$ cat config.mk
export PLATFORM = sky130hd
export DESIGN_NAME = motion_cmd_sequencer
export DESIGN_NICKNAME = d
export VERILOG_FILES = /design/src/rtl/motion_cmd_sequencer.sv
export SDC_FILE = /design/constraint.sdc
export NUM_CORES = 1
export LEC_CHECK = 0
export CORE_ASPECT_RATIO = 0.9
export CORE_MARGIN = 2
export CORE_UTILIZATION = 58
export DETAILED_ROUTE_END_ITERATION = 10
export PLACE_DENSITY = 0.84
export SLEW_MARGIN = 5
export SYNTH_ARGS = -nofsm -noshare
export SYNTH_HDL_FRONTEND = slang
export SYNTH_SLANG_ARGS = --single-unit
$ cat constraint.sdc
create_clock -name clk -period 5.05 [get_ports clk]
set_input_delay 1.01 -clock clk [delete_from_list [all_inputs] [get_ports clk]]
set_output_delay 1.01 -clock clk [all_outputs]
set_load 0.01 [all_outputs]
$ cat src/rtl/motion_cmd_sequencer.sv
// motion_cmd_sequencer
//   Queues plotter motion commands from the G-code decoder and hands them to
//   the motors controller one at a time over a trigger / rdy / done handshake.
//
//   Handshakes:
//     producer side : a command is accepted on any clk edge where
//                     cmd_valid && cmd_rdy. cmd_rdy is registered from the
//                     next-cycle full flag; it never depends on cmd_valid.
//     motor side    : mot_trigger is a one-clk pulse with mot_* stable from
//                     the cycle before it. mot_rdy is sampled before launch.
//                     mot_done is a one-clk pulse, honoured only in WAIT.
//
//   Optional feature macro: MOTION_SEQ_AUTO_LIFT_EN
//     When defined, an empty queue with the pen down for IDLE_TICKS clk_en
//     ticks launches an internal pen-up command (zero pulses).
//     When undefined, the pen state changes only by queued commands.
module motion_cmd_sequencer #(
    parameter int PULSE_X_BITS = 16,
    parameter int PULSE_Y_BITS = 16,
    parameter int DEPTH        = 8,
    parameter int IDLE_TICKS   = 50000
) (
    input  logic                      clk,
    input  logic                      reset,
    input  logic                      clk_en,
    input  logic                      cmd_valid,
    output logic                      cmd_rdy,
    input  logic [PULSE_X_BITS-1:0]   cmd_pulse_x,
    input  logic                      cmd_dir_x,
    input  logic [PULSE_Y_BITS-1:0]   cmd_pulse_y,
    input  logic                      cmd_dir_y,
    input  logic                      cmd_pen_down,
    output logic                      mot_trigger,
    input  logic                      mot_rdy,
    input  logic                      mot_done,
    output logic [PULSE_X_BITS-1:0]   mot_pulse_x,
    output logic                      mot_dir_x,
    output logic [PULSE_Y_BITS-1:0]   mot_pulse_y,
    output logic                      mot_dir_y,
    output logic                      mot_pen_down,
    output logic [$clog2(DEPTH):0]    level,
    output logic                      busy,
    output logic [1:0]                fsm_state
);

    localparam int AW = $clog2(DEPTH);
    localparam int CW = PULSE_X_BITS + PULSE_Y_BITS + 3;
    // Packed entry layout: {pulse_x, dir_x, pulse_y, dir_y, pen_down}
    localparam int PY_LO = 2;
    localparam int DX_B  = PULSE_Y_BITS + 2;
    localparam int PX_LO = PULSE_Y_BITS + 3;
    localparam logic [AW:0] FULL_LEVEL = (AW+1)'(DEPTH);

    if (DEPTH < 2 || (DEPTH & (DEPTH - 1)) != 0) begin : g_bad_depth
        $error("motion_cmd_sequencer: DEPTH must be a power of two >= 2");
    end
    if (IDLE_TICKS < 1) begin : g_bad_ticks
        $error("motion_cmd_sequencer: IDLE_TICKS must be >= 1");
    end

    typedef enum logic [1:0] {
        ST_IDLE  = 2'd0,
        ST_ISSUE = 2'd1,
        ST_WAIT  = 2'd2
    } state_t;

    state_t          state;
    logic [AW-1:0]   wr_ptr;
    logic [AW-1:0]   rd_ptr;
    logic [AW:0]     level_nxt;
    logic [CW-1:0]   mem [DEPTH];
    logic [CW-1:0]   head;
    logic            push;
    logic            pop;
    logic            done_pend;

    assign push      = cmd_valid && cmd_rdy;
    assign pop       = (state == ST_IDLE) && clk_en && (level != '0) && mot_rdy;
    assign head      = mem[rd_ptr];
    assign busy      = (state != ST_IDLE) || (level != '0);
    assign fsm_state = state;

    // Occupancy after this edge; push and pop together leave it unchanged.
    always_comb begin
        level_nxt = level;
        if (push && !pop) begin
            level_nxt = level + 1'b1;
        end else if (pop && !push) begin
            level_nxt = level - 1'b1;
        end
    end

    // Command storage; contents need no reset because the pointers define validity.
    always_ff @(posedge clk) begin
        if (push) begin
            mem[wr_ptr] <= {cmd_pulse_x, cmd_dir_x, cmd_pulse_y, cmd_dir_y, cmd_pen_down};
        end
    end

    // Pointers, occupancy and the registered ready flag.
    always_ff @(posedge clk or posedge reset) begin
        if (reset) begin
            wr_ptr  <= '0;
            rd_ptr  <= '0;
            level   <= '0;
            cmd_rdy <= 1'b0;
        end else begin
            if (push) begin
                wr_ptr <= wr_ptr + 1'b1;
            end
            if (pop) begin
                rd_ptr <= rd_ptr + 1'b1;
            end
            level   <= level_nxt;
            cmd_rdy <= (level_nxt != FULL_LEVEL);
        end
    end

`ifdef MOTION_SEQ_AUTO_LIFT_EN
    localparam int CNT_W = $clog2(IDLE_TICKS + 1);
    localparam logic [CNT_W-1:0] CNT_LAST = CNT_W'(IDLE_TICKS - 1);

    logic [CNT_W-1:0] idle_cnt;
    logic             lift_cond;
    logic             lift_fire;

    assign lift_cond = (state == ST_IDLE) && (level == '0) && mot_pen_down;
    assign lift_fire = lift_cond && clk_en && (idle_cnt == CNT_LAST) && mot_rdy;

    // Count enabled ticks of an idle, empty queue with the pen still down.
    always_ff @(posedge clk or posedge reset) begin
        if (reset) begin
            idle_cnt <= '0;
        end else if (!lift_cond) begin
            idle_cnt <= '0;
        end else if (clk_en) begin
            if (lift_fire) begin
                idle_cnt <= '0;
            end else if (idle_cnt != CNT_LAST) begin
                idle_cnt <= idle_cnt + 1'b1;
            end
        end
    end
`endif

    // Issue FSM: pop into the held command registers, pulse trigger, await done.
    // A done pulse landing on a disabled tick is remembered so it is not lost.
    always_ff @(posedge clk or posedge reset) begin
        if (reset) begin
            state        <= ST_IDLE;
            mot_trigger  <= 1'b0;
            mot_pulse_x  <= '0;
            mot_dir_x    <= 1'b0;
            mot_pulse_y  <= '0;
            mot_dir_y    <= 1'b0;
            mot_pen_down <= 1'b0;
            done_pend    <= 1'b0;
        end else begin
            mot_trigger <= 1'b0;
            if (state == ST_WAIT && mot_done) begin
                done_pend <= 1'b1;
            end
            if (clk_en) begin
                case (state)
                    ST_IDLE: begin
                        if (pop) begin
                            mot_pulse_x  <= head[CW-1:PX_LO];
                            mot_dir_x    <= head[DX_B];
                            mot_pulse_y  <= head[DX_B-1:PY_LO];
                            mot_dir_y    <= head[1];
                            mot_pen_down <= head[0];
                            state        <= ST_ISSUE;
                        end
`ifdef MOTION_SEQ_AUTO_LIFT_EN
                        else if (lift_fire) begin
                            mot_pulse_x  <= '0;
                            mot_dir_x    <= 1'b0;
                            mot_pulse_y  <= '0;
                            mot_dir_y    <= 1'b0;
                            mot_pen_down <= 1'b0;
                            state        <= ST_ISSUE;
                        end
`endif
                    end
                    ST_ISSUE: begin
                        mot_trigger <= 1'b1;
                        state       <= ST_WAIT;
                    end
                    ST_WAIT: begin
                        if (mot_done || done_pend) begin
                            done_pend <= 1'b0;
                            state     <= ST_IDLE;
                        end
                    end
                    default: begin
                        state <= ST_IDLE;
                    end
                endcase
            end
        end
    end

endmodule

# Word level (Yosys, flattened, before mapping)
# Memories as Yosys holds them, arrays and structs flattened. A register that Yosys moved wholly into a read port is not among the register bits.
# Cells that the tools add are included.
dict set report totals {
  mem_count 1
  reg_bits 15
  mem_bits_rw 280
}
# name words word_bits read_ports rd_clocked_by_memory_dff wr line
set mem_list {}
lappend mem_list {mem 8 35 1 1 1 71} ;# logic [CW-1:0] mem [DEPTH];
dict set report op_classes {
  eq_ne 5
  reduce_logical 16
  add_sub_neg 4
  muxes 13
}
# operator n
set ops {}
lappend ops {{$mux 1} 8}
lappend ops {{$mux 4} 2}
lappend ops {{$logic_and 1x1->1} 7}
lappend ops {{$add 3x1->3 const B} 2}
lappend ops {{$pmux 2 s3} 1}
lappend ops {{$reduce_and 3->1} 2}
lappend ops {{$add 4x1->4 const B} 1}
lappend ops {{$mux 2} 2}
lappend ops {{$ne 4x4->1 const B} 1}
lappend ops {{$reduce_bool 4->1} 1}
lappend ops {{$sub 4x1->4 const B} 1}
lappend ops {{$eq 2x1->1 const B} 1}
lappend ops {{$eq 2x2->1 const B} 1}
lappend ops {{$logic_not 1->1} 2}
lappend ops {{$logic_not 2->1} 1}
lappend ops {{$logic_or 1x1->1} 2}
lappend ops {{$ne 2x1->1 const B} 1}
lappend ops {{$ne 2x2->1 const B} 1}
lappend ops {{$reduce_bool 2->1} 1}

# Longest topological paths before layout
dict set report depth {
  depth_word 8
  depth_mapped 8
  depth_no_buf 7
}

# Least setup slack after synthesis
# No wires, ideal clock.
dict set report synth_path {
  kind {input -> register}
  startpoint {input cmd_valid}
  endpoint {memory mem[0][0] in the netlist's numbering, enable pin}
  arrival_time_ns 4.645
  t_required_ns 4.535
  setup_time_ns 0.515
  path_buffers 1
  cell_stages 3
  slack_ns -0.110
  path_cell_list {nand2_1 clkbuf_1 nor4_1}
}
dict set report synth_via {
  elab_chain_cells 3
}
# element line
set synth_lines {}
lappend synth_lines {{from (decl)} 26} ;# input logic cmd_valid,
lappend synth_lines {{$logic_and 1x1->1} 77} ;# assign push = cmd_valid && cmd_rdy;
lappend synth_lines {{$mux 1} 95} ;# if (push) begin
lappend synth_lines {{$mux 1 (not written as such)} 96} ;# mem[wr_ptr] <= {cmd_pulse_x, cmd_dir_x, cmd_pulse_y, cmd_dir_y, cmd_pen_down};
lappend synth_lines {{to (decl)} 71}
# No other way between the ends.

# Final worst setup path
dict set report layout_path {
  startpoint {register level[0]}
  endpoint {output busy}
}
dict set report layout_via {
  elab_chain_cells 2
}
# element line
set layout_lines {}
lappend layout_lines {{from (decl)} 41} ;# output logic [$clog2(DEPTH):0] level,
lappend layout_lines {{from (signal assigned)} 114} ;# level <= level_nxt;
lappend layout_lines {{$reduce_bool 4->1} 80} ;# assign busy = (state != ST_IDLE) || (level != '0);
lappend layout_lines {{$logic_or 1x1->1} 80}
lappend layout_lines {{to (decl)} 42} ;# output logic busy,
# No other way between the ends.

==> out/results.tsv <==
metric	value	unit
final WL	25200	um
share of the synthesized area in the top cell type	0.672	
largest cells by area after synthesis	edfxtp_1, mux4_2, dfrtp_1, mux2i_1, o21ai_0	
post-synthesis register bit count	330	
syn nets	653	
Pwr per Cell Area	590	nW/um^2
FF-to-FF Start	level[0]	
post_cts resized	0	
asr flop ratio synth	0.152	
CTS buffer count	31	
Avg WL per Cell	24.8	um
row count	50	
DRC viols	0	
Via density	6.10	
Max Freq	0.277	GHz
Post-DP HPWL	13400	um
Starting Density	0.597	
Post-CTS Setup Inserts	0	
Placer Congestion	0.759	
clock sinks	330	
number of global-route vias before repair	6549	
first-pass GRT wire length	38700	um
Max clock buf depth	3	
Synth-to-Final Area Change	18.9	%
most common cell after layout, fill and taps aside	edfxtp_1	
Max Slew Vio Count	0	
period utilisation layout	0.714	
Main synth FF type	edfxtp_1	
Final Hold Vio Count	0	
clk slew on worst S/H paths	0.07	ns
CTS tree	built	
VDD IR-drop max	384	uV
vias post-DR	6188	
Initial DRT Pass Iterations	4	
Seq/Total Area, Yosys	0.772	
Placed Cells	958	
Worst Reg2Reg Path Length in Cells	7	
Rel. slew slack	0.109	
Final Non-Filler Cells	1015	
DP Worst Slack	1.46	ns
critical path type	register to output port	
share of layout cells above drive strength 1	0.206	
pin count of the biggest net entering global routing	73	
Die Ht	143	um
worst-skew pair later-pin latency	0.55	ns
Lkg Pwr	5.04	nW
Gate Count Post-Synth	608	
Slew @ Worst Pin	1.34	ns
setup ws final	1.44	ns
GRT overflow	0	
hold_sp	mot_pulse_y[5]	
ANT nets after route	0	
final setup TNS	0	ns
commonest cells after routing, fill and taps aside	edfxtp_1, clkdlybuf4s50_1, mux4_2	
die area	22800	um^2
number of fill cells in the layout	1240	
H-tree depth	1	
final setup violating endpoints	0	
n_diodes	0	
Worst Setup SP	level[0]	
number of library cell types mapped by synthesis	39	
Hold Crit Depth	2	
Die W	159	um
Tmin final	3.61	ns
RSZ-0062 raised after global routing	no	
IO Pins	85	
core area	21000	um^2
Ys Warns	0	
mean post-synth cell area	20.6	um^2
hold buffer count at cts	0	
status	completed	
DRT iter0 DRCs	474	
Post-synth EDFFs	280	
Setup crit end kind	output port	
input/output buffers	84	
Hold Crit Class	register to register	
fin nets	750	
critical path peak fanout	9	
Worst EP arrival	2.60	ns
startpoint types	register	
max_cap viols	0	
Synth Cell Area	12500	um^2
Layout Skew	0.0104	ns
leading area contributor after synthesis	edfxtp_1	
All-Layer GR Usage	0.228	
initial antenna violation count	1	
Critical Path RT	4.04	ns
CTS Root Cell	clkbuf_16	
## power breakdown
group	switching, mW	internal [mW]	total, mW
combinational	1.02	1.19	2.21
sequential	0.486	3.52	4.00
clock	0.983	1.58	2.57
## synthesized netlist by cell type, types with 2 or more instances
| cell type | number |
|---|---|
| a21oi_1 | 4 |
| buf_2 | 12 |
| inv_1 | 5 |
| clkbuf_1 | 14 |
| nand2_1 | 49 |
| nor2_1 | 4 |
| ha_1 | 4 |
| o22ai_2 | 2 |
| edfxtp_1 | 280 |
| nor3_1 | 4 |
| or3_1 | 2 |
| nand3_1 | 2 |
| mux4_2 | 70 |
| mux2i_1 | 36 |
| dfrtp_1 | 50 |
| o21ai_0 | 37 |
| xnor2_1 | 7 |
| nand2b_1 | 3 |
| buf_1 | 3 |
## logic make-up (layout without fill, tap and decap cells)
family | after synthesis | count (layout) | synth area share
mux | 106 | 106 | 0.155
flops | 330 | 330 | 0.772
simple gates | 74 | 74 | 0.0273
buf+inv | 36 | 157 | 0.0129
xor+xnor | 8 | 8 | 0.00560
compound gates | 49 | 49 | 0.0219
fa+ha+maj | 5 | 5 | 0.00490
## routing by layer
layer	up-vias	GRT usage	wire, um
li1	2630	-	-
met1	3207	0.306	9990
met2	279	0.387	12600
met3	70	0.0390	1660
met4	2	0.0845	950
met5	-	0	12
## final cells by class
cell class	count	area, um^2	area share
Timing Repair Buffer	95	948	0.0638
Tap cell	286	358	0.0241
Clock buffer	34	787	0.0529
Clock inverter	23	349	0.0235
Sequential cell	330	9670	0.650
Inverter	5	18.8	0.00126
Multi-Input combinational cell	242	2740	0.184
## worst max-delay path, cell delays in order (launching register included)
cell             delay (ns)
dfrtp_1                0.49
inv_1                  0.13
ha_1                   0.22
or3b_4                 0.42
or3_1                  0.31
clkdlybuf4s50_1        0.48
## sequential cells by signal, indices dropped and copies added, names as in the netlist
register      count
mot_trigger       1
mot_dir_x         1
mem             280
mot_dir_y         1
cmd_rdy           1
mot_pen_down      1
done_pend         1
level             4
mot_pulse_y      16
fsm_state         2
mot_pulse_x      16
rd_ptr            3
wr_ptr            3
## final timing paths
| check | end | slack (ns) |
|---|---|---|
| max | busy | 1.44 |
| min | mot_pulse_y[5] | 0.48 |
| max reg2reg | mot_pulse_x[5] | 2.32 |
| min reg2reg | mot_pulse_y[5] | 0.48 |
| max in group asynchronous | rd_ptr[1] | 3.41 |
| min in group asynchronous | mot_pulse_x[11] | 0.78 |
## metrics by stage
stage | power, mW | hold WS, ns | utilization | instance area (um^2)
detailed placement | 6.22 | 0.473 | 0.655 | 13700
global route | 9.14 | 0.501 | 0.710 | 14900
finish | 8.78 | 0.482 | 0.710 | 14900
CTS | 8.84 | 0.488 | 0.710 | 14900
global placement | 6.10 | 0.460 | 0.655 | 13700
floorplan | 5.34 | 0.494 | - | 12500
(Power assumes the default switching activity.)
